### src/rtl/direction_input.sv
// Push-button front end: synchronises and debounces four active-low keys, then emits one
// single-cycle one-hot move pulse per physical press, held back until the controller is ready.
module direction_input #(
   parameter int unsigned DEBOUNCE_CYCLES = 50000,
   parameter int unsigned GAP_CYCLES      = 4,
   parameter int unsigned CNT_W           = 16
) (
   input  logic       clock,
   input  logic       reset,
   input  logic [3:0] keys_n,
   input  logic       ready,
   output logic [3:0] direction,
   output logic [3:0] key_state,
   output logic       busy
);

   localparam logic [CNT_W-1:0] DebLast = CNT_W'(DEBOUNCE_CYCLES - 1);
   localparam logic [CNT_W-1:0] GapLast = CNT_W'(GAP_CYCLES - 1);

   typedef enum logic [1:0] {StIdle, StPend, StHold, StGap} state_e;

   logic [3:0]       sync1_q, sync2_q;
   logic [3:0]       sync;
   logic [CNT_W-1:0] deb_cnt_q [4];
   logic [CNT_W-1:0] deb_cnt_d [4];
   logic [3:0]       key_state_q, key_state_d;
   state_e           state_q;
   logic [3:0]       code_q;
   logic [3:0]       dir_q;
   logic             busy_q;
   logic [CNT_W-1:0] gap_cnt_q;
   logic             one_hot;

   // Synchronisers reset to the released (high) level.
   always_ff @(posedge clock) begin
      if (reset) begin
         sync1_q <= 4'hF;
         sync2_q <= 4'hF;
      end else begin
         sync1_q <= keys_n;
         sync2_q <= sync1_q;
      end
   end

   assign sync = ~sync2_q;

   always_comb begin
      key_state_d = key_state_q;
      deb_cnt_d   = deb_cnt_q;
      for (int i = 0; i < 4; i++) begin
         if (sync[i] != key_state_q[i]) begin
            if (deb_cnt_q[i] == DebLast) begin
               key_state_d[i] = ~key_state_q[i];
               deb_cnt_d[i]   = '0;
            end else begin
               deb_cnt_d[i] = deb_cnt_q[i] + CNT_W'(1);
            end
         end else begin
            deb_cnt_d[i] = '0;
         end
      end
   end

   always_ff @(posedge clock) begin
      if (reset) begin
         key_state_q <= '0;
         for (int i = 0; i < 4; i++) begin
            deb_cnt_q[i] <= '0;
         end
      end else begin
         key_state_q <= key_state_d;
         deb_cnt_q   <= deb_cnt_d;
      end
   end

   assign one_hot = (key_state_q != 4'd0) && ((key_state_q & (key_state_q - 4'd1)) == 4'd0);

   // Pulse default is zero every cycle, so direction can never be a level.
   always_ff @(posedge clock) begin
      if (reset) begin
         state_q   <= StIdle;
         code_q    <= '0;
         dir_q     <= '0;
         busy_q    <= 1'b0;
         gap_cnt_q <= '0;
      end else begin
         dir_q <= '0;
         unique case (state_q)
            StIdle: begin
               if (key_state_q != 4'd0) begin
                  busy_q <= 1'b1;
                  if (!one_hot) begin
                     state_q <= StHold;
                  end else if (ready) begin
                     dir_q   <= key_state_q;
                     state_q <= StHold;
                  end else begin
                     code_q  <= key_state_q;
                     state_q <= StPend;
                  end
               end
            end
            StPend: begin
               if (ready) begin
                  dir_q   <= code_q;
                  state_q <= StHold;
               end
            end
            StHold: begin
               if (key_state_q == 4'd0) begin
                  gap_cnt_q <= GapLast;
                  state_q   <= StGap;
               end
            end
            StGap: begin
               if (key_state_q != 4'd0) begin
                  state_q <= StHold;
               end else if (gap_cnt_q == '0) begin
                  state_q <= StIdle;
                  busy_q  <= 1'b0;
               end else begin
                  gap_cnt_q <= gap_cnt_q - CNT_W'(1);
               end
            end
            default: state_q <= StIdle;
         endcase
      end
   end

   assign direction = dir_q;
   assign key_state = key_state_q;
   assign busy      = busy_q;

endmodule

### config.mk
export PLATFORM = sky130hd
export DESIGN_NAME = direction_input
export DESIGN_NICKNAME = d
export VERILOG_FILES = /design/src/rtl/direction_input.sv
export SDC_FILE = /design/constraint.sdc
export NUM_CORES = 1
export LEC_CHECK = 0
export BUFFER_PORTS_ARGS = -buffer_cell sky130_fd_sc_hd__buf_2
export CORE_MARGIN = 10
export CORE_UTILIZATION = 50
export CTS_CLUSTER_DIAMETER = 200
export DETAILED_ROUTE_END_ITERATION = 6
export GPL_ROUTABILITY_DRIVEN = 0
export GPL_TIMING_DRIVEN = 0
export PLACE_DENSITY = 0.79
export SETUP_SLACK_MARGIN = 0.3
export SLEW_MARGIN = 20
export SYNTH_ARGS = -nofsm -noshare
export SYNTH_HDL_FRONTEND = slang
export SYNTH_SLANG_ARGS = --single-unit
### constraint.sdc
create_clock -name clock -period 5.7 [get_ports clock]
set_input_delay 0.855 -clock clock [delete_from_list [all_inputs] [get_ports clock]]
set_output_delay 0.855 -clock clock [all_outputs]
set_load 0.05 [all_outputs]
# Word level (Yosys, flattened, before mapping)
# Index checks and enable logic that the tools add are counted.
dict set report word_totals {
  ff_bits 103
  out_inout_bits 9
  word_cells 91
  latch_bits 0
  input_bits 7
  mem_bits_rw 0
  mem_count 0
  romBits 0
}
dict set report classes {
  n_mul 0
  n_eq_ne 18
  mux 21
  addsub 6
  reduce_logical 20
  n_shift 0
  div_mod_pow 0
  bitwise_logic 11
  magnitude_cmp 0
}
# cell n
set ops {}
lappend ops {{adder 16 x 1 -> 16 bit (second input constant)} 4}
lappend ops {{== test 16 bit (second input constant)} 4}
lappend ops {{two-way mux 16 bit} 3}
lappend ops {{case mux 16 bit (2 select lines)} 1}
lappend ops {{logical NOT 16 bit} 1}
lappend ops {{two-way mux 4 bit} 4}
lappend ops {{AND reduction 4 bit} 4}
lappend ops {{subtractor 16 x 1 -> 16 bit (second input constant)} 1}
lappend ops {{two-way mux 2 bit} 7}
lappend ops {{inequality test 2 bit (second input constant)} 6}
lappend ops {{OR reduction 3 bit} 4}
lappend ops {{inverter 1 bit} 9}
lappend ops {{logical NOT 4 bit} 2}
lappend ops {{case mux 2 bit (4 select lines)} 1}
lappend ops {{case mux 4 bit (2 select lines)} 1}
lappend ops {{AND reduction 2 bit} 4}
lappend ops {{AND 4 bit} 1}
lappend ops {{== test 2 bit (second input constant)} 2}
lappend ops {{inequality test 1 bit} 4}
lappend ops {{inverter 4 bit} 1}
lappend ops {{nonzero test 2 bit} 2}
lappend ops {{nonzero test 4 bit} 1}
lappend ops {{subtractor 4 x 1 -> 4 bit (second input constant)} 1}
lappend ops {{two-way mux 1 bit} 3}
lappend ops {{other kinds (5)} 5}

# Longest topological paths before layout
# Gate-level depths: netlist of the first run.
dict set report logic_depth {
  depth_word 7
  depth_mapped 8
  mapped_depth_nobuf 7
}

# Least setup slack after synthesis of the first run
# Ideal clock, no wire load.
dict set report synth_timing {
  path_kind {reg-to-reg}
  startpoint {register key_state_q[0] (netlist: key_state[0])}
  endpoint {register gap_cnt_q[5]}
  t_required_ns 5.630
  synth_period_minus_slack_ns 2.102
  path_stages_with_launch 8
  setup_time_ns 0.070
  t_arrival_ns 2.031
  path_slack_ns 3.598
  path_buffers 2
  cell_sequence {dfxtp_1 clkbuf_1 or4_1 buf_2 nor2_4 o21ai_1 or3_1 a21oi_1}
}
dict set report synth_between {
  elab_chain_len 3
  word_cells_on_any_way 5
  classes_between {eq/ne (2); reduce/logical (3)}
}
# item line_no
set synth_rtl {}
lappend synth_rtl {{from (decl)} 26} ;# logic [3:0] key_state_q, key_state_d;
lappend synth_rtl {{from (signal assigned)} 71} ;# key_state_q <= key_state_d;
lappend synth_rtl {{nonzero test 4 bit / logical NOT 4 bit (equally long branches)} {116, 110}}
lappend synth_rtl {{inequality test 2 bit (no line)} -}
lappend synth_rtl {{AND reduction 4 bit (no line) *} -}
lappend synth_rtl {{to (signal assigned)} 111} ;# gap_cnt_q <= GapLast;
lappend synth_rtl {{to (signal assigned)} 122} ;# gap_cnt_q <= gap_cnt_q - CNT_W'(1);
lappend synth_rtl {{to (decl)} 31} ;# logic [CNT_W-1:0] gap_cnt_q;
# Mark *: on every way between the ends. The rest lies on a longest branch, timed or not.
# A chain may end at the register's enable or synchronous reset.

# Final worst setup path of the first run
dict set report layout_timing {
  startpoint {register deb_cnt_q[59] (netlist bit)}
  endpoint {register deb_cnt_q[58] (netlist bit)}
}
dict set report layout_between {
  elab_chain_len 2
}
# item line_no
set layout_rtl {}
lappend layout_rtl {{from (decl)} 24} ;# logic [CNT_W-1:0] deb_cnt_q [4];
lappend layout_rtl {{from (signal assigned)} 72} ;# deb_cnt_q <= deb_cnt_d;
lappend layout_rtl {{== test 16 bit} 52} ;# if (deb_cnt_q[i] == DebLast) begin
lappend layout_rtl {{OR reduction 3 bit (no line)} -}
# No other way between the ends.

==> metrics.txt, run 1 <==
status finished clean; initial antenna violation count 0; hold path startpoint sync1_q[1]; Clock Tree Root clkbuf_8; area of the multi-input gates 2240 sq um; Post-Syn Area 4420 sq um; Syn Inst Count 500; Crit Path Category reg2reg; # port buffers 15; die area ~13,000 sq um; WL/cell approximately 13 um; Post-DRT Antenna Nets 0; drt drc 0; via count 3,389; Via-to-Cell Ratio 5.32; drt first pass iters 4; min Tclk post-route 2.21 ns; R2R setup slack 3.49 ns; post-synth cell types slightly below 50; total CTS buffers 9; share of the clock period used by the worst path between 30% and 40%; largest net degree at the start of global routing 15; Max-Cap Viols 0; Resize count post-CTS 0; Final Max Slew Viols 0; reg2reg path depth 6; Storage cell area 2060 sq um; Synth Flop Type dfxtp_1; met3 wire len 406 um; commonest non-fill, non-tap cells in the layout nor2_1 (104), dfxtp_1 (103), xor2_1 (45); WP data arrival 2.46 ns; fillcell total about 790; Synth async-reset ratio 0%; #FFs+latches synth between 100 and 150; Worst R2R End deb_cnt_q[58]; final wirelength 7.98 mm; peak fanout along the critical path 10; post-CTS setup buffers 0; Pleak approximately 1.7 nW; crit end category flip-flop; vias in the first global route 3,338; dpl ws approximately 3.5 ns; CTS sink count roughly 100; post-route cell area 4800 sq um; register area share after synthesis 46.6%; Skew-Pair Late Insertion Delay ~0.36 ns; Antenna diodes 0; DR iter-0 viols 173; CTS Buffer Depth 2; CP required 5.95 ns; Yosys warnings 0; GRT overflow 0; Max Clk Rate about 450 MHz; GR Util All Layers about 13%; Setup Skew 0.0105 ns; final worst slack ~3.5 ns; Die Width 114 um; most common cell after layout, fill and taps aside nor2_1; WHS Path Cells 1; CTS tree yes; global-route wire length before repair roughly 14 mm; Slew @ Worst Pin 0.756 ns; syn_nets 513; Starting Density slightly above 50%; RSZ-0062 raised after global routing no; setup violation total in the final timing report 0; PwrDens 239 nW/um^2; Max VDD drop ~150 uV; R2R Path Start deb_cnt_q[59]; Row Count 34; Slew HR just under 50%; nets@finish between 500 and 600; Metal-1 WL approximately 3.7 mm; final hold vios 0; layout cells sized above 1 a little under a tenth; hpwl dp a little under 6 mm; Core ar. between 8000 and 9000 sq um; Syn Area/Cell 8.84 sq um; Min-Delay Endpoint sync2_q[1]; Clock Pin Slew Worst Setup and Hold Paths about 0.080 ns; highest metal used met4; number of synthesized flops with an enable pin 0; cell count after placement between 600 and 700; element type at the critical path start flip-flop; Routed met2 length 3.76 mm; Syn-to-layout area delta 8.46%; DP Area 4630 sq um; total power between 0.001 and 0.0015 W; Ports 16; Hold/Removal Path Class reg2reg; final setup TNS 0 ns; CTS H-tree depth 3; post-route insts no fill ~640; die height roughly 110 um; Hold-fix buffers, CTS 0
-- worst max-delay path, cell delays in order, from the launching register on --
cell	delay (ns)
dfxtp_1	0.36
or4_1	0.53
nor4_1	0.46
or3_1	0.18
clkbuf_1	0.25
buf_2	0.27
nor2_1	0.07
-- where the power goes --
part | total, W | leakage [nW] | internal, W | switching [W]
registers | 0.000725 | 0.831 | 0.000723 | 0.00000225
logic | 0.0000225 | 0.742 | 0.00000833 | 0.0000141
clock network | 0.000400 | 0.0854 | 0.000178 | 0.000222
total | 0.00115 | 1.66 | 0.000909 | 0.000238
-- synthesized netlist by cell type (2+ instances only) --
cell type	instances	area (sq um)
or4_1	4	30.0
nor2_1	104	390
inv_1	8	30.0
clkbuf_1	13	48.8
ha_1	6	75.1
nor4b_1	7	61.3
a22oi_1	4	30.0
a21oi_1	5	25.0
xnor2_1	28	245
or2_2	10	62.6
nand2_1	30	113
nand2b_1	2	12.5
o211ai_1	2	15.0
buf_2	4	20.0
and3_1	12	75.1
dfxtp_1	103	2060
or3b_2	2	17.5
a211oi_1	3	22.5
nand4b_1	2	17.5
o21ai_0	2	10.0
nor2b_1	2	12.5
or3_1	4	25.0
o21ai_1	5	25.0
xor2_1	45	394
and4_1	4	35.0
nor4_1	7	43.8
nand4_1	14	87.6
nor3_1	19	95.1
nand3_1	26	130
mux2i_1	4	40.0
-- cell families after synthesis --
kind of cell    synth area share [%]
simple gates                    29.6
flops                           46.6
xor+xnor                        14.5
buf+inv                         2.66
compound gates                  4.05
fa+ha+maj                       1.70
mux                            0.906
-- worst max-delay path by stage --
stage          slack [ns]     startpoint       endpoint
2_1_floorplan        3.60   key_state[0]   gap_cnt_q[5]
3_3_place_gp         3.54   gap_cnt_q[2]   gap_cnt_q[8]
3_5_place_dp         3.47  deb_cnt_q[59]  deb_cnt_q[58]
4_1_cts              3.47  deb_cnt_q[59]  deb_cnt_q[58]
5_1_grt              3.21   key_state[0]  gap_cnt_q[15]
6_report             3.49  deb_cnt_q[59]  deb_cnt_q[58]
-- flip-flops by register name, summed over array words and instances, names as in the netlist --
name and count:
gap_cnt_q 16, direction 4, deb_cnt_q 64, sync2_q 4
state_q 2, code_q 4, sync1_q 4, busy 1
key_state 4
-- per-stage QoR --
stage	util [%]	hold WS, ns
6_report	55.3	0.413
5_1_grt	55.3	0.423
4_1_cts	55.3	0.411
3_5_place_dp	53.4	0.394
3_3_place_gp	53.4	0.392
2_1_floorplan	-	0.389
-- cell type report --
cell class,count,area share [%]
Clock buffer,13,3.31
Inverter,8,0.626
Tap cell,108,2.82
Multi-Input combinational cell,369,46.8
Buffer,20,1.83
Clock inverter,1,0.104
Sequential cell,103,43.0
Timing Repair Buffer,15,1.57
-- routing by layer --
| layer | vias to the layer above | global-route usage [%] |
|---|---|---|
| met5 | - | 0 |
| met4 | 0 | 3.51 |
| met1 | 1581 | 14.9 |
| li1 | 1751 | - |
| met3 | 10 | 4.62 |
| met2 | 47 | 22.1 |
Power figures use the tool's default switching activity.
==> inputs of run 2 (changes only) <==
--- a/config.mk
+++ b/config.mk
@@ -5,6 +5,7 @@
 export SDC_FILE = /design/constraint.sdc
 export NUM_CORES = 1
 export LEC_CHECK = 0
+export ABC_AREA = 1
 export BUFFER_PORTS_ARGS = -buffer_cell sky130_fd_sc_hd__buf_2
 export CORE_MARGIN = 10
 export CORE_UTILIZATION = 50
@@ -12,7 +13,7 @@
 export DETAILED_ROUTE_END_ITERATION = 6
 export GPL_ROUTABILITY_DRIVEN = 0
 export GPL_TIMING_DRIVEN = 0
-export PLACE_DENSITY = 0.79
+export PLACE_DENSITY = 0.81
 export SETUP_SLACK_MARGIN = 0.3
 export SLEW_MARGIN = 20
 export SYNTH_ARGS = -nofsm -noshare
==> constraint.sdc (replaced) <==
create_clock -name clock -period 1.8 [get_ports clock]
set_input_delay 0.27 -clock clock [delete_from_list [all_inputs] [get_ports clock]]
set_output_delay 0.27 -clock clock [all_outputs]
set_load 0.05 [all_outputs]
==> run 2 against run 1 <==
Effect of this change:
- fmax is 53% higher
- register-to-register slack worse by 3.1 ns
- cell area is 27% higher
- critical endpoint is now deb_cnt_q[2]
- non-clock buffer count is 25 higher
- synthesized area is 13% higher
- wire length is 38% higher
- core utilization is 6.9 points higher
- combinational power grew to 3.6 times the previous value
- clock skew is 0.0010 ns lower
- sequential share of layout area is 8.5 points lower
- clock power grew to 3.2 times the previous value
==> metrics.txt, run 2 <==
GRT overflow 0 (unchanged); Slew HR 60.3% (was 49.1%); Synth Flop Type dfxtp_1 (unchanged); drt drc 0 (unchanged); CTS sink count 103 (unchanged); Syn Inst Count 723 (was 500); crit end category flip-flop (unchanged); WP data arrival 1.73 ns (was 2.46 ns); count leader, synth nand2_1 (was nor2_1); syn_nets 736 (was 513); Worst R2R End deb_cnt_q[2] (was deb_cnt_q[58]); final core utilization 62.2% (was 55.3%); Syn-to-layout area delta 21.4% (was 8.46%); share of the clock period used by the worst path 80.5% (was 38.8%); Skew-Pair Late Insertion Delay 0.39 ns (was 0.36 ns); Clock Pin Slew Worst Setup and Hold Paths 0.10 ns (was 0.08 ns); combinational fraction of design power 2.2% (was 2.0%); Row Count 36 (was 34); Setup Skew 0.00944 ns (was 0.0105 ns); status finished clean (unchanged); WHS Path Cells 2 (was 1); reg2reg path depth 9 (was 6); element type at the critical path start flip-flop (unchanged); via count 4,655 (was 3,389); setup violation total in the final timing report 0 (unchanged); CTS tree yes (unchanged); top flop regs deb_cnt_q x64, gap_cnt_q x16 (unchanged); nets@finish 800 (was 539); dominant cell type by area after synthesis dfxtp_1 (unchanged); CTS Buffer Depth 2 (unchanged); Clock Tree Root clkbuf_8 (unchanged); global-route wire length before repair 17.9 mm (was 14.3 mm); CP required 2.09 ns (was 5.95 ns); Hold/Removal Path Class in2reg (was reg2reg); R2R Path Start deb_cnt_q[1] (was deb_cnt_q[59]); #FFs+latches synth 103 (unchanged); final setup TNS 0 ns (unchanged); hpwl dp 7.01 mm (was 5.93 mm); Crit Path Category reg2reg (unchanged); top post-synthesis cells by area dfxtp_1 (41%), nand2_1 (11%), nor2_1 (8.7%), inv_1 (7.6%), a21oi_1 (4.4%) (was dfxtp_1 (47%), xor2_1 (8.9%), nor2_1 (8.8%), xnor2_1 (5.5%), nand3_1 (2.9%)); Post-Syn Area 5010 sq um (was 4420 sq um); DR iter-0 viols 196 (was 173); Net Sw Frac 23.4% (was 20.8%); CTS H-tree depth 3 (unchanged); area of the multi-input gates 2820 sq um (was 2240 sq um); largest register by flop count deb_cnt_q (unchanged); drt first pass iters 5 (was 4); Via-to-Cell Ratio 5.04 (was 5.32); PwrDens 605 nW/um^2 (was 239 nW/um^2); Yosys top cell area share 41.2% (was 46.6%); final hold vios 0 (unchanged); Max VDD drop 488 uV (was 150 uV); Starting Density 51.2% (was 51.0%); min Tclk post-route 1.45 ns (was 2.21 ns); vias in the first global route 4,032 (was 3,338); Ports 16 (unchanged); Min-Delay Endpoint sync1_q[0] (was sync2_q[1]); initial antenna violation count 0 (unchanged); peak fanout along the critical path 6 (was 10); GR Util All Layers 14.7% (was 12.9%); Final Max Slew Viols 0 (unchanged); Core ar. 9770 sq um (was 8680 sq um); Slew @ Worst Pin 0.595 ns (was 0.756 ns); Syn Area/Cell 6.93 sq um (was 8.84 sq um); Hold-fix buffers, CTS 0 (unchanged); final wirelength 11.0 mm (was 7.98 mm); met2 global-route usage 23.2% (was 22.1%); number of synthesized flops with an enable pin 0 (unchanged); Synth async-reset ratio 0% (unchanged); Largest register FFs 64 (unchanged); Post-DRT Antenna Nets 0 (unchanged); die area 14,400 sq um (was 13,000 sq um); Storage cell area 2090 sq um (was 2060 sq um); # port buffers 15 (unchanged); most instantiated cells after synthesis nand2_1 (149), nor2_1 (116), dfxtp_1 (103), inv_1 (102), a21oi_1 (44) (was nor2_1 (104), dfxtp_1 (103), xor2_1 (45), nand2_1 (30), xnor2_1 (28)); commonest non-fill, non-tap cells in the layout nand2_1 (135), nor2_1 (103), inv_1 (96) (was nor2_1 (104), dfxtp_1 (103), xor2_1 (45)); Antenna diodes 0 (unchanged); total CTS buffers 9 (unchanged); Most Crowded Layer GR met2 (unchanged); most common cell after layout, fill and taps aside nand2_1 (was nor2_1); grt met3 use 4.08% (was 4.62%); part of the power in registers 62.4% (was 63.2%); Pleak 2.35 nW (was 1.66 nW); RSZ-0062 raised after global routing yes (was no); die height 120 um (was 114 um); hold slack 0.0526 ns (was 0.413 ns); register area share after synthesis 41.2% (was 46.6%); post-synth cell types 35 (was 49); fillcell total 858 (was 793); Yosys warnings 0 (unchanged); WL/cell 11.9 um (was 12.5 um); sw power 0.000860 W (was 0.000238 W); clock network power share 35.4% (was 34.8%); hold path startpoint keys_n[0] (was sync1_q[1]); largest net degree at the start of global routing 17 (was 15); R2R setup slack 0.35 ns (was 3.49 ns); Max Clk Rate 690 MHz (was 452 MHz); layout cells sized above 1 23.9% (was 9.07%); met1 Track Usage GR 18.6% (was 14.9%); Max-Cap Viols 0 (unchanged); Int Power 0.00282 W (was 0.000909 W); Die Width 120 um (was 114 um)
-- run 2: cell count changes in the layout (fill, tap and decap cells not counted), moves of 12 or more --
cell and delta:
dfxtp_1 -22, and3_1 -12, xor2_1 -32, nand3_1 +13
a21oi_1 +36, nand2_1 +105, nand2_2 +12, dfxtp_2 +20
nor2_4 +13, xnor2_1 -25, buf_4 +35, nor2_2 +12
inv_1 +88
-- run 2: critical path, stage by stage, from the launching register on --
cell and delay, ns:
dfxtp_2 0.37, ha_4 0.15, nand2_4 0.06, nor2_4 0.10, inv_2 0.06, nor2_4 0.10, nand4_1 0.16, nand2_2 0.14
buf_4 0.15, nor3_1 0.05
-- run 2: area by class of cell --
type	instances	area share, %
clock inverters	4	0.515
plain buffers	8	1.11
well taps	133	2.74
multi-input cells	508	46.3
repair buffers	52	6.15
clock buffers	10	2.10
flip-flops and latches	103	34.5
inverters	105	6.61
-- run 2: per-layer routing --
| layer | up-vias | wire length, um |
|---|---|---|
| met2 | 95 | 5230 |
| met3 | 24 | 503 |
| met4 | 0 | 267 |
| met5 | - | 0 |
| met1 | 2099 | 5000 |
| li1 | 2437 | - |
-- run 2: cells by family (layout without fill, tap and decap cells) --
kind of cell,Yosys count,after routing,share of synthesized area (%)
AOI/OAI and AO/OA,71,71,7.69
xor gates and xnor gates,16,16,2.80
adders and majority gates,6,6,1.50
buffers and inverters,113,179,9.07
DFF,103,103,41.2
and+or+nand+nor,414,415,37.8
-- run 2: metrics by stage --
stage          cells  area (sq um)  setup WS, ns  power, W
3_3_place_gp     871          5260         0.106   0.00241
3_5_place_dp     871          5260        0.0989   0.00241
2_1_floorplan    723          5010         0.343   0.00239
5_1_grt          923          6080         0.229   0.00381
4_1_cts          902          5600         0.304   0.00371
6_report         923          6080         0.351   0.00368
-- run 2: repair_timing --
action                                  4_1_cts  5_1_grt
pin swaps                                     7       29
buffers inserted                             16       19
cloned                                        1        2
resized for setup                            20       89
endpoints found under the setup margin       54       87
endpoints found under the hold margin         0        0
-- run 2: power groups by stage --
stage	clock network, W	logic (W)	registers [W]
floorplan	0	0.0000437	0.00234
global placement	0	0.0000654	0.00235
detailed placement	0	0.0000659	0.00235
CTS	0.00134	0.0000786	0.00229
global route	0.00142	0.0000918	0.00229
finish	0.00130	0.0000813	0.00229
-- run 2: worst max-delay path by stage --
stage / start / end / slack, ns / cells past startpoint
after floorplan: deb_cnt_q[48] / deb_cnt_q[60] / 0.34 / 9
after global placement: deb_cnt_q[48] / deb_cnt_q[60] / 0.11 / 9
after detailed placement: deb_cnt_q[0] / deb_cnt_q[5] / 0.1 / 9
after CTS: gap_cnt_q[4] / gap_cnt_q[14] / 0.30 / 9
after global routing: deb_cnt_q[1] / key_state[3] / 0.23 / 10
final: deb_cnt_q[1] / deb_cnt_q[2] / 0.35 / 9
==> inputs of run 3 (changes only) <==
--- a/config.mk
+++ b/config.mk
@@ -5,7 +5,7 @@
 export SDC_FILE = /design/constraint.sdc
 export NUM_CORES = 1
 export LEC_CHECK = 0
-export ABC_AREA = 1
+export ABC_AREA = 0
 export BUFFER_PORTS_ARGS = -buffer_cell sky130_fd_sc_hd__buf_2
 export CORE_MARGIN = 10
 export CORE_UTILIZATION = 50
@@ -13,7 +13,7 @@
 export DETAILED_ROUTE_END_ITERATION = 6
 export GPL_ROUTABILITY_DRIVEN = 0
 export GPL_TIMING_DRIVEN = 0
-export PLACE_DENSITY = 0.81
+export PLACE_DENSITY = 0.79
 export SETUP_SLACK_MARGIN = 0.3
 export SLEW_MARGIN = 20
 export SYNTH_ARGS = -nofsm -noshare
==> constraint.sdc (replaced) <==
create_clock -name clock -period 1.45 [get_ports clock]
set_input_delay 0.2175 -clock clock [delete_from_list [all_inputs] [get_ports clock]]
set_output_delay 0.2175 -clock clock [all_outputs]
set_load 0.05 [all_outputs]
==> run 3 against run 2 <==
Effect of this change:
- the run now ends with setup timing left
- wire length grew 17%
- non-clock buffer count grew 43
- sequential power grew 24%
- fmax shrank 31%
- critical path type unchanged
- highest routed layer unchanged
==> metrics.txt, run 3 (synthesized netlist as in run 1, its figures left out) <==
CTS tree yes (unchanged); largest net degree at the start of global routing 19 (was 17); RSZ-0062 raised after global routing yes (unchanged); Max Clk Rate 476 MHz (was 690 MHz); final wirelength 12.9 mm (was 11.0 mm); Hold-fix buffers, CTS 0 (unchanged); CTS Buffer Depth 2 (unchanged); nets@finish 607 (was 800); CP required 1.67 ns (was 2.09 ns); share of the clock period used by the worst path 145% (was 80.5%); Pleak 2.33 nW (was 2.35 nW); CTS sink count 103 (unchanged); peak fanout along the critical path 3 (was 6); Max-Cap Viols 0 (unchanged); setup violation total in the final timing report 73 (was 0); Clock Pin Slew Worst Setup and Hold Paths 0.11 ns (was 0.10 ns); most common cell after layout, fill and taps aside dfxtp_1 (was nand2_1); met3 wire len 488 um (was 503 um); Skew-Pair Late Insertion Delay 0.37 ns (was 0.39 ns); Starting Density 51.0% (was 51.2%); Largest register FFs 64 (unchanged); # port buffers 15 (unchanged); Metal-1 WL 5.16 mm (was 5.00 mm); Slew @ Worst Pin 0.655 ns (was 0.595 ns); crit end category flip-flop (unchanged); Syn-to-layout area delta 50.1% (was 21.4%); Max VDD drop 781 uV (was 488 uV); CTS H-tree depth 3 (unchanged); Die Width 114 um (was 120 um); Clock Tree Root clkbuf_8 (unchanged); dpl ws -0.632 ns (was 0.0989 ns); Slew HR 55.2% (was 60.3%); GRT overflow 0 (unchanged); largest register by flop count deb_cnt_q (unchanged); DR iter-0 viols 221 (was 196); Ports 16 (unchanged); Antenna diodes 0 (unchanged); Setup Skew 0.0145 ns (was 0.00944 ns); total power 0.00511 W (was 0.00368 W); GR Util All Layers 16.6% (was 14.7%); Via-to-Cell Ratio 5.71 (was 5.04); Routed met2 length 6.82 mm (was 5.23 mm); Post-DRT Antenna Nets 0 (unchanged); CP cell instances or4_4, buf_6, buf_4, nor4_4, buf_6, nand3_1, nor2_1, a2111oi_0 (was ha_4, nand2_4, nor2_4, inv_2, nor2_4, nand4_1, nand2_2, buf_4, nor3_1); final worst slack -0.651 ns (was 0.351 ns); initial antenna violation count 0 (unchanged); die height 114 um (was 120 um); min Tclk post-route 2.10 ns (was 1.45 ns); layout cells sized above 1 47.6% (was 23.9%); via count 4,034 (was 4,655); WL/cell 18.2 um (was 11.9 um); Crit Path Category reg2reg (unchanged); Row Count 34 (was 36); crit-path most repeated cell buf_6 (was nor2_4); element type at the critical path start flip-flop (unchanged); total CTS buffers 9 (unchanged); PwrDens 770 nW/um^2 (was 605 nW/um^2); failing checks setup timing; drt first pass iters 4 (was 5); Final Max Slew Viols 0 (unchanged); commonest non-fill, non-tap cells in the layout dfxtp_1 (71), nor2_1 (52), xor2_1 (42) (was nand2_1 (135), nor2_1 (103), inv_1 (96)); Largest stage delay, worst path 0.52 ns (was 0.37 ns); status finished, violations left (was finished clean); final hold vios 0 (unchanged); highest metal used met4 (unchanged); die area 13,000 sq um (was 14,400 sq um); hpwl dp 6.01 mm (was 7.01 mm); Hold/Removal Path Class in2reg (unchanged); global-route wire length before repair 18.1 mm (was 17.9 mm); vias in the first global route 3,812 (was 4,032); top flop regs deb_cnt_q x64, gap_cnt_q x16 (unchanged); WP data arrival 2.32 ns (was 1.73 ns); slowest CP cell or4_4 (was dfxtp_2); drt drc 0 (unchanged); Core ar. 8680 sq um (was 9770 sq um)
## run 3: changes by cell type in the layout (fill, tap and decap cells not counted), sizes merged, moves of 19 or more
cell and change:
nand2 -122, inv -96, a21oi -44, buf +37, xor2 +32, xnor2 +25
nor2 -24, nor3 -20, nand3 -19
## run 3: timing repair
action,in CTS,in global routing
gates cloned,5,0
endpoints found under the setup margin,102,98
gates resized for setup,130,105
pin swaps,52,35
buffers inserted,48,15
## run 3: critical path, delay by kind of cell, from the launching register on
family / cells / cell delay [ns]
buffers and inverters: 3 / 0.42
AO/OA/AOI/OAI: 1 / 0.13
flip-flops: 1 / 0.33
AND/OR/NAND/NOR: 4 / 1.07
## run 3: power by group
| part | leakage [nW] | switching (W) | internal (W) | total [W] |
|---|---|---|---|---|
| sequential | 0.851 | 0.0000121 | 0.00282 | 0.00283 |
| clock | 0.114 | 0.00108 | 0.000995 | 0.00208 |
| combinational | 1.36 | 0.000105 | 0.0000953 | 0.000200 |
| total | 2.33 | 0.00120 | 0.00391 | 0.00511 |
## run 3: worst paths after layout
kind                                    from          to  slack (ns)  cells after the start
worst max-delay path            gap_cnt_q[5]        busy       -0.65                      8
worst min-delay path               keys_n[3]  sync1_q[3]        0.03                      2
worst max register to register  gap_cnt_q[5]        busy       -0.65                      8
worst min register to register    sync1_q[2]  sync2_q[2]        0.42                      1
## run 3: layout make-up
| class | count | area, sq um |
|---|---|---|
| clock inverter | 7 | 104 |
| fill | 490 | 2040 |
| sequential | 103 | 2130 |
| clock buffer | 9 | 124 |
| inverter | 8 | 30.0 |
| multi-input combinational | 369 | 3050 |
| buffer | 20 | 255 |
| tap | 108 | 135 |
| timing repair buffer | 83 | 806 |
## run 3: metal layers
| layer | vias to the layer above | track usage [%] |
|---|---|---|
| met4 | 0 | 7.02 |
| met5 | - | 0 |
| met1 | 1973 | 19.3 |
| li1 | 1879 | - |
| met3 | 42 | 3.15 |
| met2 | 140 | 28.9 |
## run 3: per-stage QoR
stage               TNS (ns)  hold slack [ns]  area [sq um]  cells  util [%]
finish                -20.75           0.0347          6640    707      76.5
global route          -24.77           0.0201          6640    707      76.5
CTS                   -16.28           0.0264          6110    692      70.4
detailed placement    -20.45            0.395          4950    623      57.0
global placement      -19.19            0.393          4950    623      57.0
floorplan             -12.80            0.321          4740    500         -
